$ cat src/rtl/systemizer_multipass_ctrl_if.sv
// Host and phase-engine signal bundle for the multipass systemizer controller.
// cycle_count is present only when SYSTEMIZER_CYCLE_COUNT_EN is defined.
interface systemizer_multipass_ctrl_if #(
    parameter int BW = 5
);
    logic          start;
    logic          start_right;
    logic          abort;
    logic          retry_ack;
    logic          phase_done;
    logic          phase_fail;
    logic          start_phase;
    logic [BW-1:0] start_block;
    logic          last_phase;
    logic          init_left;
    logic          init_right;
    logic [1:0]    gen_left_op;
    logic [1:0]    gen_right_op;
    logic          retry_req;
    logic          busy;
    logic          done;
    logic          success;
    logic          fail;
    logic [BW-1:0] fail_block;
    logic [3:0]    retry_cnt;
`ifdef SYSTEMIZER_CYCLE_COUNT_EN
    logic [31:0]   cycle_count;
`endif

    modport master (
        input  start, start_right, abort, retry_ack, phase_done, phase_fail,
`ifdef SYSTEMIZER_CYCLE_COUNT_EN
        output cycle_count,
`endif
        output start_phase, start_block, last_phase, init_left, init_right,
        output gen_left_op, gen_right_op, retry_req, busy, done, success,
        output fail, fail_block, retry_cnt
    );

    modport slave (
        output start, start_right, abort, retry_ack, phase_done, phase_fail,
`ifdef SYSTEMIZER_CYCLE_COUNT_EN
        input  cycle_count,
`endif
        input  start_phase, start_block, last_phase, init_left, init_right,
        input  gen_left_op, gen_right_op, retry_req, busy, done, success,
        input  fail, fail_block, retry_cnt
    );
endinterface

$ cat src/rtl/systemizer_multipass_ctrl.sv
// Multipass systemizer sequencer: left pass, optional right pass, bounded retry, abort; SYSTEMIZER_CYCLE_COUNT_EN adds cycle_count.
// Latency: start_phase 1 cycle after start/retry_ack/pass hand-off, 2 cycles after phase_done within a pass.
// No backpressure: host and engine pulses arriving outside their accepting state are dropped.
module systemizer_multipass_ctrl #(
    parameter int N          = 20,
    parameter int L          = 200,
    parameter int K          = 400,
    parameter int RIGHT_PASS = 1,
    parameter int MAX_RETRY  = 3
) (
    input  logic                        clk,
    input  logic                        rst,
    systemizer_multipass_ctrl_if.master bus
);
    localparam int PL        = (L + N - 1) / N;
    localparam int KB        = (K + N - 1) / N;
    localparam int BW        = $clog2(KB + 1);
    localparam bit LP_LEFT   = (L % N) != 0;
    localparam bit LP_RIGHT  = (K % N) != 0;
    localparam bit HAS_RIGHT = KB > PL;

    typedef enum logic [2:0] {IDLE, LAUNCH, WAIT, RETRY, FINISH} state_t;

    state_t        state_q, state_d;
    logic          sp_q, sp_d;
    logic          il_q, il_d;
    logic          ir_q, ir_d;
    logic          right_q, right_d;
    logic          fail_q, fail_d;
    logic [BW-1:0] blk_q, blk_d;
    logic [BW-1:0] fblk_q, fblk_d;
    logic [3:0]    retry_q, retry_d;
    logic          busy_w;

    assign busy_w = (state_q == LAUNCH) || (state_q == WAIT) || (state_q == RETRY);

    always_ff @(posedge clk or posedge rst) begin
        if (rst) begin
            state_q <= IDLE;
            sp_q    <= 1'b0;
            il_q    <= 1'b0;
            ir_q    <= 1'b0;
            right_q <= 1'b0;
            fail_q  <= 1'b0;
            blk_q   <= '0;
            fblk_q  <= '0;
            retry_q <= '0;
        end else begin
            state_q <= state_d;
            sp_q    <= sp_d;
            il_q    <= il_d;
            ir_q    <= ir_d;
            right_q <= right_d;
            fail_q  <= fail_d;
            blk_q   <= blk_d;
            fblk_q  <= fblk_d;
            retry_q <= retry_d;
        end
    end

    always_comb begin
        state_d = state_q;
        sp_d    = 1'b0;
        il_d    = 1'b0;
        ir_d    = 1'b0;
        right_d = right_q;
        fail_d  = fail_q;
        blk_d   = blk_q;
        fblk_d  = fblk_q;
        retry_d = retry_q;
        // Abort outranks every engine/host event once a run is in flight.
        if (bus.abort && busy_w) begin
            fail_d  = 1'b1;
            fblk_d  = blk_q;
            state_d = FINISH;
        end else begin
            case (state_q)
                IDLE: begin
                    if (bus.start) begin
                        state_d = WAIT;
                        sp_d    = 1'b1;
                        il_d    = 1'b1;
                        blk_d   = '0;
                        right_d = 1'b0;
                        fail_d  = 1'b0;
                        fblk_d  = '0;
                        retry_d = '0;
                    end else if (bus.start_right) begin
                        right_d = 1'b1;
                        fail_d  = 1'b0;
                        retry_d = '0;
                        if (HAS_RIGHT) begin
                            state_d = WAIT;
                            sp_d    = 1'b1;
                            ir_d    = 1'b1;
                            blk_d   = BW'(PL);
                        end else begin
                            state_d = FINISH;
                        end
                    end
                end
                LAUNCH: begin
                    state_d = WAIT;
                    sp_d    = 1'b1;
                    blk_d   = blk_q + BW'(1);
                end
                WAIT: begin
                    if (bus.phase_fail) begin
                        fblk_d = blk_q;
                        if (!right_q && (retry_q < 4'(MAX_RETRY))) begin
                            retry_d = retry_q + 4'd1;
                            state_d = RETRY;
                        end else begin
                            fail_d  = 1'b1;
                            state_d = FINISH;
                        end
                    end else if (bus.phase_done) begin
                        if (!right_q && (blk_q == BW'(PL - 1))) begin
                            if ((RIGHT_PASS != 0) && HAS_RIGHT) begin
                                state_d = WAIT;
                                sp_d    = 1'b1;
                                ir_d    = 1'b1;
                                right_d = 1'b1;
                                blk_d   = BW'(PL);
                            end else begin
                                state_d = FINISH;
                            end
                        end else if (right_q && (blk_q == BW'(KB - 1))) begin
                            state_d = FINISH;
                        end else begin
                            state_d = LAUNCH;
                        end
                    end
                end
                RETRY: begin
                    if (bus.retry_ack) begin
                        state_d = WAIT;
                        sp_d    = 1'b1;
                        il_d    = 1'b1;
                        right_d = 1'b0;
                        blk_d   = '0;
                    end
                end
                FINISH:  state_d = IDLE;
                default: state_d = IDLE;
            endcase
        end
    end

    assign bus.start_phase  = sp_q;
    assign bus.start_block  = blk_q;
    assign bus.init_left    = il_q;
    assign bus.init_right   = ir_q;
    assign bus.last_phase   = (state_q == WAIT) &&
                              (right_q ? (LP_RIGHT && (blk_q == BW'(KB - 1)))
                                       : (LP_LEFT  && (blk_q == BW'(PL - 1))));
    assign bus.gen_left_op  = 2'b01;
    assign bus.gen_right_op = (RIGHT_PASS != 0) ? 2'b01 : 2'b00;
    assign bus.retry_req    = (state_q == RETRY);
    assign bus.busy         = busy_w;
    assign bus.done         = (state_q == FINISH);
    assign bus.success      = (state_q == FINISH) && !fail_q;
    assign bus.fail         = fail_q;
    assign bus.fail_block   = fblk_q;
    assign bus.retry_cnt    = retry_q;

`ifdef SYSTEMIZER_CYCLE_COUNT_EN
    logic [31:0] cyc_q;

    always_ff @(posedge clk or posedge rst) begin
        if (rst) begin
            cyc_q <= '0;
        end else if ((state_q == IDLE) && (bus.start || bus.start_right)) begin
            cyc_q <= '0;
        end else if (busy_w && (cyc_q != 32'hFFFF_FFFF)) begin
            cyc_q <= cyc_q + 32'd1;
        end
    end

    assign bus.cycle_count = cyc_q;
`endif
endmodule
$ cat src/flat_wrapper.sv
// flat-port wrapper written by rule: the top's interface ports become plain ports
module systemizer_multipass_ctrl_flat 
#(
    parameter int N          = 20,
    parameter int L          = 200,
    parameter int K          = 400,
    parameter int RIGHT_PASS = 1,
    parameter int MAX_RETRY  = 3
)
  (clk, rst, bus_start, bus_start_right, bus_abort, bus_retry_ack, bus_phase_done, bus_phase_fail, bus_start_phase, bus_start_block, bus_last_phase, bus_init_left, bus_init_right, bus_gen_left_op, bus_gen_right_op, bus_retry_req, bus_busy, bus_done, bus_success, bus_fail, bus_fail_block, bus_retry_cnt);
  systemizer_multipass_ctrl_if bus_i ();
  input  logic clk;
  input  logic rst;
  input wire logic [$bits(bus_i.start)-1:0] bus_start;
  input wire logic [$bits(bus_i.start_right)-1:0] bus_start_right;
  input wire logic [$bits(bus_i.abort)-1:0] bus_abort;
  input wire logic [$bits(bus_i.retry_ack)-1:0] bus_retry_ack;
  input wire logic [$bits(bus_i.phase_done)-1:0] bus_phase_done;
  input wire logic [$bits(bus_i.phase_fail)-1:0] bus_phase_fail;
  output wire logic [$bits(bus_i.start_phase)-1:0] bus_start_phase;
  output wire logic [$bits(bus_i.start_block)-1:0] bus_start_block;
  output wire logic [$bits(bus_i.last_phase)-1:0] bus_last_phase;
  output wire logic [$bits(bus_i.init_left)-1:0] bus_init_left;
  output wire logic [$bits(bus_i.init_right)-1:0] bus_init_right;
  output wire logic [$bits(bus_i.gen_left_op)-1:0] bus_gen_left_op;
  output wire logic [$bits(bus_i.gen_right_op)-1:0] bus_gen_right_op;
  output wire logic [$bits(bus_i.retry_req)-1:0] bus_retry_req;
  output wire logic [$bits(bus_i.busy)-1:0] bus_busy;
  output wire logic [$bits(bus_i.done)-1:0] bus_done;
  output wire logic [$bits(bus_i.success)-1:0] bus_success;
  output wire logic [$bits(bus_i.fail)-1:0] bus_fail;
  output wire logic [$bits(bus_i.fail_block)-1:0] bus_fail_block;
  output wire logic [$bits(bus_i.retry_cnt)-1:0] bus_retry_cnt;
  assign bus_i.start = bus_start;
  assign bus_i.start_right = bus_start_right;
  assign bus_i.abort = bus_abort;
  assign bus_i.retry_ack = bus_retry_ack;
  assign bus_i.phase_done = bus_phase_done;
  assign bus_i.phase_fail = bus_phase_fail;
  assign bus_start_phase = bus_i.start_phase;
  assign bus_start_block = bus_i.start_block;
  assign bus_last_phase = bus_i.last_phase;
  assign bus_init_left = bus_i.init_left;
  assign bus_init_right = bus_i.init_right;
  assign bus_gen_left_op = bus_i.gen_left_op;
  assign bus_gen_right_op = bus_i.gen_right_op;
  assign bus_retry_req = bus_i.retry_req;
  assign bus_busy = bus_i.busy;
  assign bus_done = bus_i.done;
  assign bus_success = bus_i.success;
  assign bus_fail = bus_i.fail;
  assign bus_fail_block = bus_i.fail_block;
  assign bus_retry_cnt = bus_i.retry_cnt;
  systemizer_multipass_ctrl #(.N(N), .L(L), .K(K), .RIGHT_PASS(RIGHT_PASS), .MAX_RETRY(MAX_RETRY)) u_core (.clk(clk), .rst(rst), .bus(bus_i));
endmodule
$ cat config.mk
export PLATFORM = sky130hd
export DESIGN_NAME = systemizer_multipass_ctrl_flat
export DESIGN_NICKNAME = d
export VERILOG_FILES = /design/src/rtl/systemizer_multipass_ctrl_if.sv /design/src/rtl/systemizer_multipass_ctrl.sv /design/src/flat_wrapper.sv
export SDC_FILE = /design/constraint.sdc
export NUM_CORES = 1
export LEC_CHECK = 0
export BUFFER_PORTS_ARGS = -buffer_cell sky130_fd_sc_hd__buf_2
export CAP_MARGIN = 20
export CORE_MARGIN = 2
export CORE_UTILIZATION = 55
export DETAILED_ROUTE_END_ITERATION = 6
export PLACE_DENSITY = 0.94
export SETUP_SLACK_MARGIN = 0.4
export SLEW_MARGIN = 10
export SYNTH_ARGS = -nofsm -noshare
export SYNTH_HDL_FRONTEND = slang
export SYNTH_SLANG_ARGS = --single-unit
$ cat constraint.sdc
create_clock -name clk -period 3.8 [get_ports clk]
set_input_delay 0.57 -clock clk [delete_from_list [all_inputs] [get_ports clk]]
set_output_delay 0.57 -clock clk [all_outputs]
set_load 0.02 [all_outputs]
==> results of run 1 <==
synth_stat cells (all sizes together):
cell type	n
conb	2
ha	3
nand2	7
a22oi	1
nand3b	1
inv	8
o32ai	1
o41ai	3
clkbuf	3
o2111ai	1
o31ai	2
a21boi	1
and2	2
dfrtp	22
o22ai	1
o221ai	1
or4	2
o21ai	8
a211o	1
nor2	11
a211oi	1
or3b	2
nor3	6
a2111oi	1
nor2b	3
buf	10
o31a	1
o211ai	2
o21ba	2
mux2	1
a22o	5
nor3b	1
nand3	3
a21oi	6
or3	2
nand2b	2
nor4	5
a21o	1
registers in the layout (all words and copies together) (netlist names):
| signal | flops |
|---|---|
| u_core.bus.fail_block | 5 |
| u_core.bus.start_block | 5 |
| u_core.bus.retry_cnt | 4 |
| u_core.state_q | 3 |
| u_core.bus.fail | 1 |
| u_core.bus.init_left | 1 |
| u_core.bus.init_right | 1 |
| u_core.bus.start_phase | 1 |
| u_core.right_q | 1 |
worst min path at each step:
stage | start | end | cells past startpoint
global placement | u_core.bus.fail_block[2] | u_core.bus.fail_block[2] | 1
finish | rst | u_core.bus.init_left | 2
CTS | rst | u_core.bus.fail_block[4] | 2
global route | rst | u_core.bus.init_left | 2
detailed placement | u_core.bus.fail_block[3] | u_core.bus.fail_block[3] | 1
floorplan | u_core.right_q | u_core.right_q | 1
metal layers:
layer	routed length, µm	share of wire, %	GRT usage, %
met3	178	6.6	3.14
met4	32	1.2	9.40
met5	0	0	0
met2	1350	50	31.5
met1	1140	42	29.2
worst max-delay path, cell delays in order (launching register included):
cell	delay (ps)
dfrtp_1	540
nor2_2	340
and2_1	190
nor2b_1	120
buf_2	170
layout make-up:
class                      count  area (µm²)
sequential                    22         551
timing repair buffer          29         145
clock buffer                   3        22.5
fill                         182         783
inverter                       8        30.0
clock inverter                 1        30.0
multi-input combinational     95         616
tap                           28        35.0
metrics by stage:
step           power [mW]  worst slack (ps)  area, µm²  hold WS, ps
6_report             1.05              1550       1430          380
5_1_grt              1.12              1470       1430          463
4_1_cts              1.05              1610       1430          421
3_5_place_dp        0.868              1660       1380          490
3_3_place_gp        0.846              1710       1380          484
2_1_floorplan       0.772              1810       1300          554
power by group:
group	total, mW	internal (mW)	switching (mW)
clock	0.182	0.107	0.0752
combinational	0.479	0.180	0.299
sequential	0.393	0.297	0.0958
cell families after synthesis:
kind of cell,after synthesis,synth area share [%]
muxes,1,1.17
buffers and inverters,21,10.2
other,2,0.584
DFF,22,42.8
adders and majority gates,3,2.92
and+or+nand+nor,47,19.7
AOI/OAI and AO/OA,39,22.6
==> results by group, run 1 <==
Outcome
  – Status: finished clean

Drt
  – Vias per cell: 6.04
  – DRC: 0
  – Initial DRC count: 44
  – Vias post-DR: 1,123
  – Router iterations before antenna repair: 4
  – Drt wl/cell: 14.6 µm
  – DRT antenna net count: 0
  – Final WL: about 2.7 mm

Die
  – Starting density of the core: between 50% and 60%
  – Area of the core: 2210 µm²
  – Die span in y: approximately 52 µm
  – Row count: 17
  – Num ports: 35
  – Die width: between 50 and 60 µm
  – Die area: approximately 2700 µm²

Critical path
  – Critical path startpoint category: flop
  – Worst EP required: between 3000 and 4000 ps
  – Crit-path max FO: 11
  – Reg-to-reg critical path endpoint: u_core.bus.start_block[1]
  – Critical path arrival: 1680 ps
  – Crit path to: bus_success
  – Flop-to-flop setup slack: 1620 ps
  – CP Class: flop to output port
  – R2R Path Start: u_core.state_q[2]
  – CP endpoint kind: output port
  – Reg2reg path depth: 4
  – Crit path launch: u_core.state_q[0]

Pwr
  – Leak Pwr: 0.707 nW
  – Power Density: 737 nW/µm²
  – Maximum VDD drop: 0.351 mV

Finish
  – Fin nets: 170
  – Most common cell after layout, fill and taps aside: buf_2
  – Most frequent cells in the layout: 29 x buf_2, 22 x dfrtp_1, 10 x nor2_1
  – Area grow syn2layout: 11.1%
  – Ant. Diodes: 0
  – Fin util: 64.6%
  – Share of cells above drive strength 1: 27.2%
  – Final std cells w/o fill: 186

STA
  – Finish-stage setup viols: 0
  – Clk_skew: just over 5 ps
  – Fin Setup TNS: 0 ps
  – RSZ-0062 raised after global routing: no
  – Slew HR: 46.6%
  – Final period util: 59.2%
  – Final hold vios: 0
  – Max Slew Vio Count: 0
  – Minimum clock period: approximately 2200 ps
  – Worst-margin pin slew: about 800 ps
  – Fmax: between 400 and 500 MHz

Global route
  – Pin count of the biggest net entering global routing: 23
  – GRT Total Usage: 20.8%
  – Vias in the first global route: 912
  – First-pass GRT wire length: 4.20 mm
  – Initial antenna violation count: 0
  – GRT overflow: 0

Clock network
  – Root Buffer: clkbuf_4
  – CTS tree: built
  – # Post-CTS Setup Buffers: 0
  – Total clock buffers created by CTS: 3
  – Htree depth: 1
  – Clk_lat worst skew: 320 ps
  – Post-CTS Hold Fix Bufs: 0
  – CTS sink count: 22
  – CTS clk-pin slew, worst paths: 130 ps
  – Post_cts resized: 0
  – Clock tree buffer depth: 2

Place
  – Placer congestion estimate: ~0.84
  – Number of buffers added on ports: 29
  – Placed Cells: ~180
  – DP Wirelength: 1.98 mm

Min path
  – Min-Delay Path Class: primary input to asynchronous set/reset pin

Logic synthesis
  – Post-synth top area share: 42.8%
  – Warnings, synthesis: 0
  – Synth top area cells: dfrtp_1 43%, buf_4 3.5%, buf_6 3.5%
  – Sequential area share after synthesis: between 40% and 50%
  – Area of the mapped netlist: 1290 µm²
  – Post-synthesis average cell area: about 9.5 µm²
  – Yosys top cell by area: dfrtp_1
  – Yosys cell types: 42
  – Syn Inst Count: 135
  – Synthesized flop and latch total: 22

Flow run
  – Max-cap check violation count: 0
(Power assumes the default switching activity.)
==> run 2: changes to the inputs <==
--- a/config.mk
+++ b/config.mk
@@ -5,12 +5,14 @@
 export SDC_FILE = /design/constraint.sdc
 export NUM_CORES = 1
 export LEC_CHECK = 0
+export ABC_AREA = 1
 export BUFFER_PORTS_ARGS = -buffer_cell sky130_fd_sc_hd__buf_2
 export CAP_MARGIN = 20
+export CORE_ASPECT_RATIO = 2
 export CORE_MARGIN = 2
-export CORE_UTILIZATION = 55
+export CORE_UTILIZATION = 48
 export DETAILED_ROUTE_END_ITERATION = 6
-export PLACE_DENSITY = 0.94
+export PLACE_DENSITY = 0.87
 export SETUP_SLACK_MARGIN = 0.4
 export SLEW_MARGIN = 10
 export SYNTH_ARGS = -nofsm -noshare
==> constraint.sdc (replaced) <==
create_clock -name clk -period 1.81 [get_ports clk]
set_input_delay 0.2715 -clock clk [delete_from_list [all_inputs] [get_ports clk]]
set_output_delay 0.2715 -clock clk [all_outputs]
set_load 0.02 [all_outputs]
==> results by group, run 2 <==
Die
  – Die width: 43.0 µm (was 52.4 µm)
  – Area of the core: 2940 µm² (was 2210 µm²)
  – Row count: 28 (was 17)
  – Starting density of the core: 49.7% (was 58.1%)
  – Die area: 3530 µm² (was 2740 µm²)
  – Num ports: 35 (unchanged)
  – Die span in y: 82.0 µm (was 52.4 µm)

Finish
  – Ant. Diodes: 0 (unchanged)
  – Share of cells above drive strength 1: 44.9% (was 27.2%)
  – Most common cell after layout, fill and taps aside: nand2_1 (was buf_2)
  – Register Area: 558 µm² (was 551 µm²)
  – Fin util: 67.6% (was 64.6%)
  – Multi-input gate area in the final layout: 913 µm² (was 616 µm²)
  – Fin nets: 259 (was 170)
  – Most frequent cells in the layout: 43 x nand2_1, 25 x buf_2, 22 x nand3_1 (was 29 x buf_2, 22 x dfrtp_1, 10 x nor2_1)
  – Area grow syn2layout: 36.1% (was 11.1%)
  – Fillers: 248 (was 182)

Critical path
  – CP endpoint kind: flop (was output port)
  – CP Class: flop to flop (was flop to output port)
  – WP buf/inv: 1 (unchanged)
  – Max stage delay on crit path: 430 ps (was 540 ps)
  – Critical path arrival: 1700 ps (was 1680 ps)
  – CP delay by family, top: simple AND/OR/NAND/NOR gates (unchanged)
  – Worst EP required: 1970 ps (was 3230 ps)
  – Crit-path slowest cell: dfrtp_2 (was dfrtp_1)
  – Flop-to-flop setup slack: 270 ps (was 1620 ps)
  – Crit-path max FO: 6 (was 11)
  – R2R Path Start: u_core.bus.start_block[1] (was u_core.state_q[2])
  – Critical path startpoint category: flop (unchanged)
  – Reg2reg path depth: 8 (was 4)
  – Critical path, cell by cell: inv_2 -> ha_4 -> nand2_2 -> nand3b_1 -> a21oi_4 -> nand2_4 -> nand2_1 -> nand2_1 (was nor2_2 -> and2_1 -> nor2b_1 -> buf_2)
  – Reg-to-reg critical path endpoint: u_core.bus.start_block[1] (unchanged)
  – Cell mode on critical path: nand2_1

STA
  – Final worst slack: 267 ps (was 1550 ps)
  – Slew HR: 61.9% (was 46.6%)
  – Max Slew Vio Count: 0 (unchanged)
  – Fin Hold WS: 55.1 ps (was 380 ps)
  – Fin Setup TNS: 0 ps (unchanged)
  – Final hold vios: 0 (unchanged)
  – Minimum clock period: 1540 ps
  – Clk_skew: 6.64 ps (was 5.04 ps)
  – Finish-stage setup viols: 0 (unchanged)
  – Final period util: between 80% and 90%
  – Fmax: roughly 650 MHz
  – RSZ-0062 raised after global routing: yes (was no)
  – Worst-margin pin slew: 571 ps (was 801 ps)

Logic synthesis
  – Post-synth top area share: 37.7% (was 42.8%)
  – Synth cell count leaders: 59 x nand2_1, 25 x nand3_1, 22 x dfrtp_1 (was 22 x dfrtp_1, 10 x nor2_1, 8 x inv_1)
  – Warnings, synthesis: 0 (unchanged)
  – Syn Inst Count: 197 (was 135)
  – Sequential area share after synthesis: 37.7% (was 42.8%)
  – Area of the mapped netlist: 1460 µm² (was 1290 µm²)
  – Synth top area cells: dfrtp_1 38%, nand2_1 15%, nand3_1 8.6% (was dfrtp_1 43%, buf_4 3.5%, buf_6 3.5%)
  – Post-synthesis average cell area: 7.42 µm² (was 9.53 µm²)
  – Main flop type after synthesis: dfrtp_1 (unchanged)
  – Post-synth EDFFs: 0 (unchanged)
  – Yosys top cell by area: dfrtp_1 (unchanged)
  – Synthesized flop and latch total: 22 (unchanged)
  – Post-synth ARST share: 100% (unchanged)
  – Top-count cell post-synth: nand2_1 (was dfrtp_1)
  – Yosys cell types: 30 (was 42)

Outcome
  – Status: finished clean (unchanged)

Pwr
  – Power share of the combinational group: 68.5% (was 45.5%)
  – Sequential share of power: 23.1% (was 37.3%)
  – Power Density: 1840 nW/µm² (was 737 nW/µm²)
  – Maximum VDD drop: 1.12 mV (was 0.351 mV)
  – Sw Ratio: 51.0% (was 44.6%)
  – Switching pwr: 1.87 mW (was 0.470 mW)
  – Leak Pwr: 1.09 nW (was 0.707 nW)
  – Clock group share of total power: 8.4% (was 17.3%)
  – Pint: 1.79 mW (was 0.584 mW)

Clock network
  – Total clock buffers created by CTS: 3 (unchanged)
  – Post-CTS Hold Fix Bufs: 0 (unchanged)
  – CTS clk-pin slew, worst paths: 80 ps (was 130 ps)
  – Clk_lat worst skew: 260 ps (was 320 ps)
  – CTS tree: built (unchanged)
  – Clock tree buffer depth: 2 (unchanged)
  – CTS sink count: 22 (unchanged)
  – Root Buffer: clkbuf_8 (was clkbuf_4)
  – Htree depth: 1 (unchanged)

Place
  – Number of buffers added on ports: 29 (unchanged)
  – Placer congestion estimate: 0.915 (was 0.844)
  – DP Wirelength: 2.60 mm (was 1.98 mm)
  – Setup WS pre-CTS: 232 ps (was 1660 ps)

Drt
  – Drt wl/cell: 14.1 µm (was 14.6 µm)
  – Router iterations before antenna repair: 6 (was 4)
  – DRC: 0 (unchanged)
  – Vias per cell: 5.30 (was 6.04)
  – Final WL: 3.91 mm (was 2.71 mm)
  – Initial DRC count: 41 (was 44)
  – DRT antenna net count: 0 (unchanged)
  – Vias post-DR: 1,467 (was 1,123)

Global route
  – Initial antenna violation count: 0 (unchanged)
  – Vias in the first global route: 1,373 (was 912)
  – Pin count of the biggest net entering global routing: 16 (was 23)
  – GRT overflow: 0 (unchanged)
  – GRT Total Usage: 20.7% (was 20.8%)
  – First-pass GRT wire length: 5.67 mm (was 4.20 mm)

Flow run
  – Max-cap check violation count: 0 (unchanged)

Min path
  – Min-Delay Path Class: primary input to asynchronous set/reset pin (unchanged)
## run 2: cell types whose count changed in the layout (fill, tap and decap cells not counted), sizes merged, moves of 4 or more
cell and change:
a22o -5, buf +22, inv +13, nand2 +57, nand3 +23, nand4 +4
nor2 +17, nor3 -5, nor4 -5
## run 2: kinds of logic after synthesis
logic type / synth area share, %
fa+ha+maj: 2.57
buf+inv: 10.4
other cells: 0.514
compound gates: 6.08
xor+xnor: 0.599
simple gates: 42.1
flops: 37.7
## run 2: how the worst max path moves through the flow
| stage | start | to | slack (ps) | cells past startpoint |
|---|---|---|---|---|
| 6_report | u_core.bus.start_block[1] | u_core.bus.start_block[1] | 270 | 8 |
| 5_1_grt | u_core.bus.start_block[1] | u_core.bus.start_block[2] | 180 | 8 |
| 4_1_cts | u_core.bus.start_block[1] | u_core.bus.start_block[4] | 300 | 8 |
| 3_5_place_dp | u_core.state_q[2] | u_core.bus.fail_block[1] | 230 | 6 |
| 3_3_place_gp | u_core.state_q[2] | u_core.bus.start_block[2] | 280 | 7 |
| 2_1_floorplan | u_core.bus.start_block[1] | u_core.bus.start_block[3] | 360 | 8 |
## run 2: metal layers
metal | vias to the layer above | track usage, % | wire [µm]
li1 | 717 | - | -
met1 | 679 | 20.4 | 1340
met2 | 53 | 41.2 | 2180
met3 | 18 | 2.42 | 181
met4 | 0 | 9.70 | 216
met5 | - | 0 | 0
## run 2: area by class of cell
class	instances	area share, %
multi-input combinational	149	45.9
sequential	22	28.1
timing repair buffer	51	17.4
clock buffer	4	2.26
tap	30	1.89
inverter	21	4.47
## run 2: stage by stage
stage          std cells  total power, mW  instance area [µm²]
2_1_floorplan        200             2.21                 1490
3_3_place_gp         252             2.56                 1610
3_5_place_dp         252             2.60                 1610
4_1_cts              267             3.19                 1800
5_1_grt              277             3.93                 1990
6_report             277             3.66                 1990
## run 2: power groups by stage
stage / registers [mW] / logic [mW] / clock network, mW
after floorplan: 0.955 / 1.26 / 0
after global placement: 0.858 / 1.71 / 0
after detailed placement: 0.861 / 1.74 / 0
after CTS: 0.837 / 2.05 / 0.308
after global routing: 0.867 / 2.73 / 0.329
final: 0.846 / 2.51 / 0.307
## run 2: timing repair
item	CTS	global route
resized for setup	22	35
setup endpoints to repair	25	26
setup buffers	11	10
pin swaps	6	18
==> run 3: changes to the inputs <==
--- a/config.mk
+++ b/config.mk
@@ -12,7 +12,7 @@
 export CORE_MARGIN = 2
 export CORE_UTILIZATION = 48
 export DETAILED_ROUTE_END_ITERATION = 6
-export PLACE_DENSITY = 0.87
+export PLACE_DENSITY = 0.76
 export SETUP_SLACK_MARGIN = 0.4
 export SLEW_MARGIN = 10
 export SYNTH_ARGS = -nofsm -noshare
==> results by group, run 3 (synthesis gave the netlist of run 2 again) <==
Clock network
  – CTS tree: built (unchanged)
  – CTS clk-pin slew, worst paths: 80 ps (about the same)
  – Total clock buffers created by CTS: 3 (unchanged)
  – Clock tree buffer depth: 2 (unchanged)
  – CTS sink count: 22 (unchanged)
  – Root Buffer: clkbuf_8 (unchanged)
  – Htree depth: 1 (unchanged)
  – Clk_lat worst skew: 260 ps (about the same)

Die
  – Die width: 43.0 µm (unchanged)
  – Num ports: 35 (unchanged)
  – Die area: 3530 µm² (unchanged)
  – Row count: 28 (unchanged)
  – Starting density of the core: 49.7% (unchanged)
  – Die span in y: 82.0 µm (unchanged)
  – Area of the core: 2940 µm² (unchanged)

Critical path
  – WP buf/inv: 1 (unchanged)
  – Crit-path max FO: 6 (unchanged)
  – Critical path startpoint category: flop (unchanged)
  – CP delay by family, top: simple AND/OR/NAND/NOR gates (unchanged)
  – CP Class: flop to flop (unchanged)
  – CP endpoint kind: flop (unchanged)
  – Cell mode on critical path: nand2_1 (unchanged)
  – Critical path arrival: 1640 ps (was 1700 ps)
  – Crit-path slowest cell: dfrtp_2 (unchanged)
  – Worst EP required: 1960 ps (was 1970 ps)
  – Critical path, cell by cell: inv_2 -> ha_4 -> nand2_2 -> nand3b_1 -> a21oi_4 -> nand2_4 -> nand2_1 -> nand2_1 (unchanged)
  – Max stage delay on crit path: 450 ps (was 430 ps)

Pwr
  – Leak Pwr: 1.09 nW (about the same)
  – Sequential share of power: 23.1% (about the same)
  – Pint: 1.90 mW (was 1.79 mW)
  – Clock group share of total power: 12.4% (was 8.4%)
  – Maximum VDD drop: 0.970 mV (was 1.12 mV)
  – Switching pwr: 1.78 mW (was 1.87 mW)
  – Power share of the combinational group: 64.5% (was 68.5%)
  – Sw Ratio: 48.4% (was 51.0%)
  – Power Density: 1880 nW/µm² (was 1840 nW/µm²)

Drt
  – Vias post-DR: 1,487 (was 1,467)
  – DRC: 0 (unchanged)
  – Initial DRC count: 52 (was 41)
  – Final WL: 3.89 mm (was 3.91 mm)
  – Router iterations before antenna repair: 4 (was 6)
  – DRT antenna net count: 0 (unchanged)
  – Vias per cell: 5.35 (was 5.30)
  – Drt wl/cell: 14.0 µm (was 14.1 µm)

Finish
  – Share of cells above drive strength 1: 41.5% (was 44.9%)
  – Area grow syn2layout: 34.1% (was 36.1%)
  – Fillers: 256 (was 248)
  – Most frequent cells in the layout: 51 x nand2_1, 25 x buf_2, 23 x nand3_1, 23 x buf_4, 17 x dfrtp_1 (was 43 x nand2_1, 25 x buf_2, 22 x nand3_1)
  – Ant. Diodes: 0 (unchanged)
  – Fin nets: 260 (was 259)
  – Most common cell after layout, fill and taps aside: nand2_1 (unchanged)
  – Final std cells w/o fill: 278 (was 277)

STA
  – Minimum clock period: 1490 ps (was 1540 ps)
  – Fin Setup TNS: 0 ps (unchanged)
  – Worst-margin pin slew: 576 ps (was 571 ps)
  – Fmax: 673 MHz (was 648 MHz)
  – Final period util: 82.1% (was 85.3%)
  – Max Slew Vio Count: 0 (unchanged)
  – Slew HR: 61.6% (was 61.9%)
  – Clk_skew: 8.87 ps (was 6.64 ps)
  – RSZ-0062 raised after global routing: yes (unchanged)
  – Finish-stage setup viols: 0 (unchanged)
  – Final hold vios: 0 (unchanged)

Flow run
  – Max-cap check violation count: 0 (unchanged)

Min path
  – Min-Delay Path Class: primary input to asynchronous set/reset pin (unchanged)

Outcome
  – Status: finished clean (unchanged)

Place
  – DP Wirelength: 2.76 mm (was 2.60 mm)
  – Placed Cells: 255 (was 252)
  – Placer congestion estimate: 0.966 (was 0.915)
  – Number of buffers added on ports: 29 (unchanged)

Global route
  – Vias in the first global route: 1,278 (was 1,373)
  – First-pass GRT wire length: 5.76 mm (was 5.67 mm)
  – Pin count of the biggest net entering global routing: 16 (unchanged)
  – GRT overflow: 0 (unchanged)
  – GRT Total Usage: 21.9% (was 20.7%)
  – Initial antenna violation count: 0 (unchanged)
[run 3: power groups by stage]
stage | clock network (mW) | registers [mW] | logic [mW]
floorplan | 0 | 0.955 | 1.26
global placement | 0 | 0.861 | 1.72
detailed placement | 0 | 0.863 | 1.76
CTS | 0.468 | 0.853 | 1.99
global route | 0.482 | 0.870 | 2.58
finish | 0.455 | 0.849 | 2.37
[run 3: worst paths after layout]
path	slack [ps]	from	end	cells past startpoint
hold / removal	50	rst	u_core.bus.fail_block[2]	2
min in group clk	300	bus_retry_ack	u_core.state_q[0]	4
setup / recovery	320	u_core.bus.start_block[1]	u_core.bus.start_block[4]	8
hold reg to reg	460	u_core.bus.fail_block[0]	u_core.bus.fail_block[0]	2
setup reg to reg	320	u_core.bus.start_block[1]	u_core.bus.start_block[4]	8
max in group asynchronous	1230	rst	u_core.right_q	3
[run 3: layer usage]
layer  GRT usage, %  routed length [µm]  up-vias
met5              0                   0        -
met4           7.58                 151        0
met3           2.20                 153       15
met2           44.1                2220       55
met1           22.4                1360      699
li1               -                   -      718
[run 3: cell type report]
type | count | area [µm²] | area share (%)
clock buffer | 3 | 41.3 | 2.11
tap | 30 | 37.5 | 1.92
sequential | 22 | 557 | 28.4
multi-input combinational | 149 | 865 | 44.1
clock inverter | 1 | 30.0 | 1.53
inverter | 21 | 86.3 | 4.41
timing repair buffer | 52 | 343 | 17.5
[run 3: metrics by stage]
stage | utilization (%) | hold slack [ps] | total power [mW] | setup slack, ps | instance area [µm²]
global route | 66.6 | 115 | 3.93 | 205 | 1960
CTS | 61.4 | 66.3 | 3.31 | 297 | 1810
detailed placement | 55.5 | 358 | 2.62 | 230 | 1630
global placement | 55.5 | 356 | 2.59 | 287 | 1630
finish | 66.6 | 49.6 | 3.68 | 323 | 1960
floorplan | - | 261 | 2.21 | 358 | 1490
[run 3: what timing repair did]
action / in CTS / in global routing
hold buffers: 0 / 0
resized for setup: 15 / 24
pin swaps: 5 / 16
buffers inserted: 9 / 10
setup endpoints to repair: 25 / 24
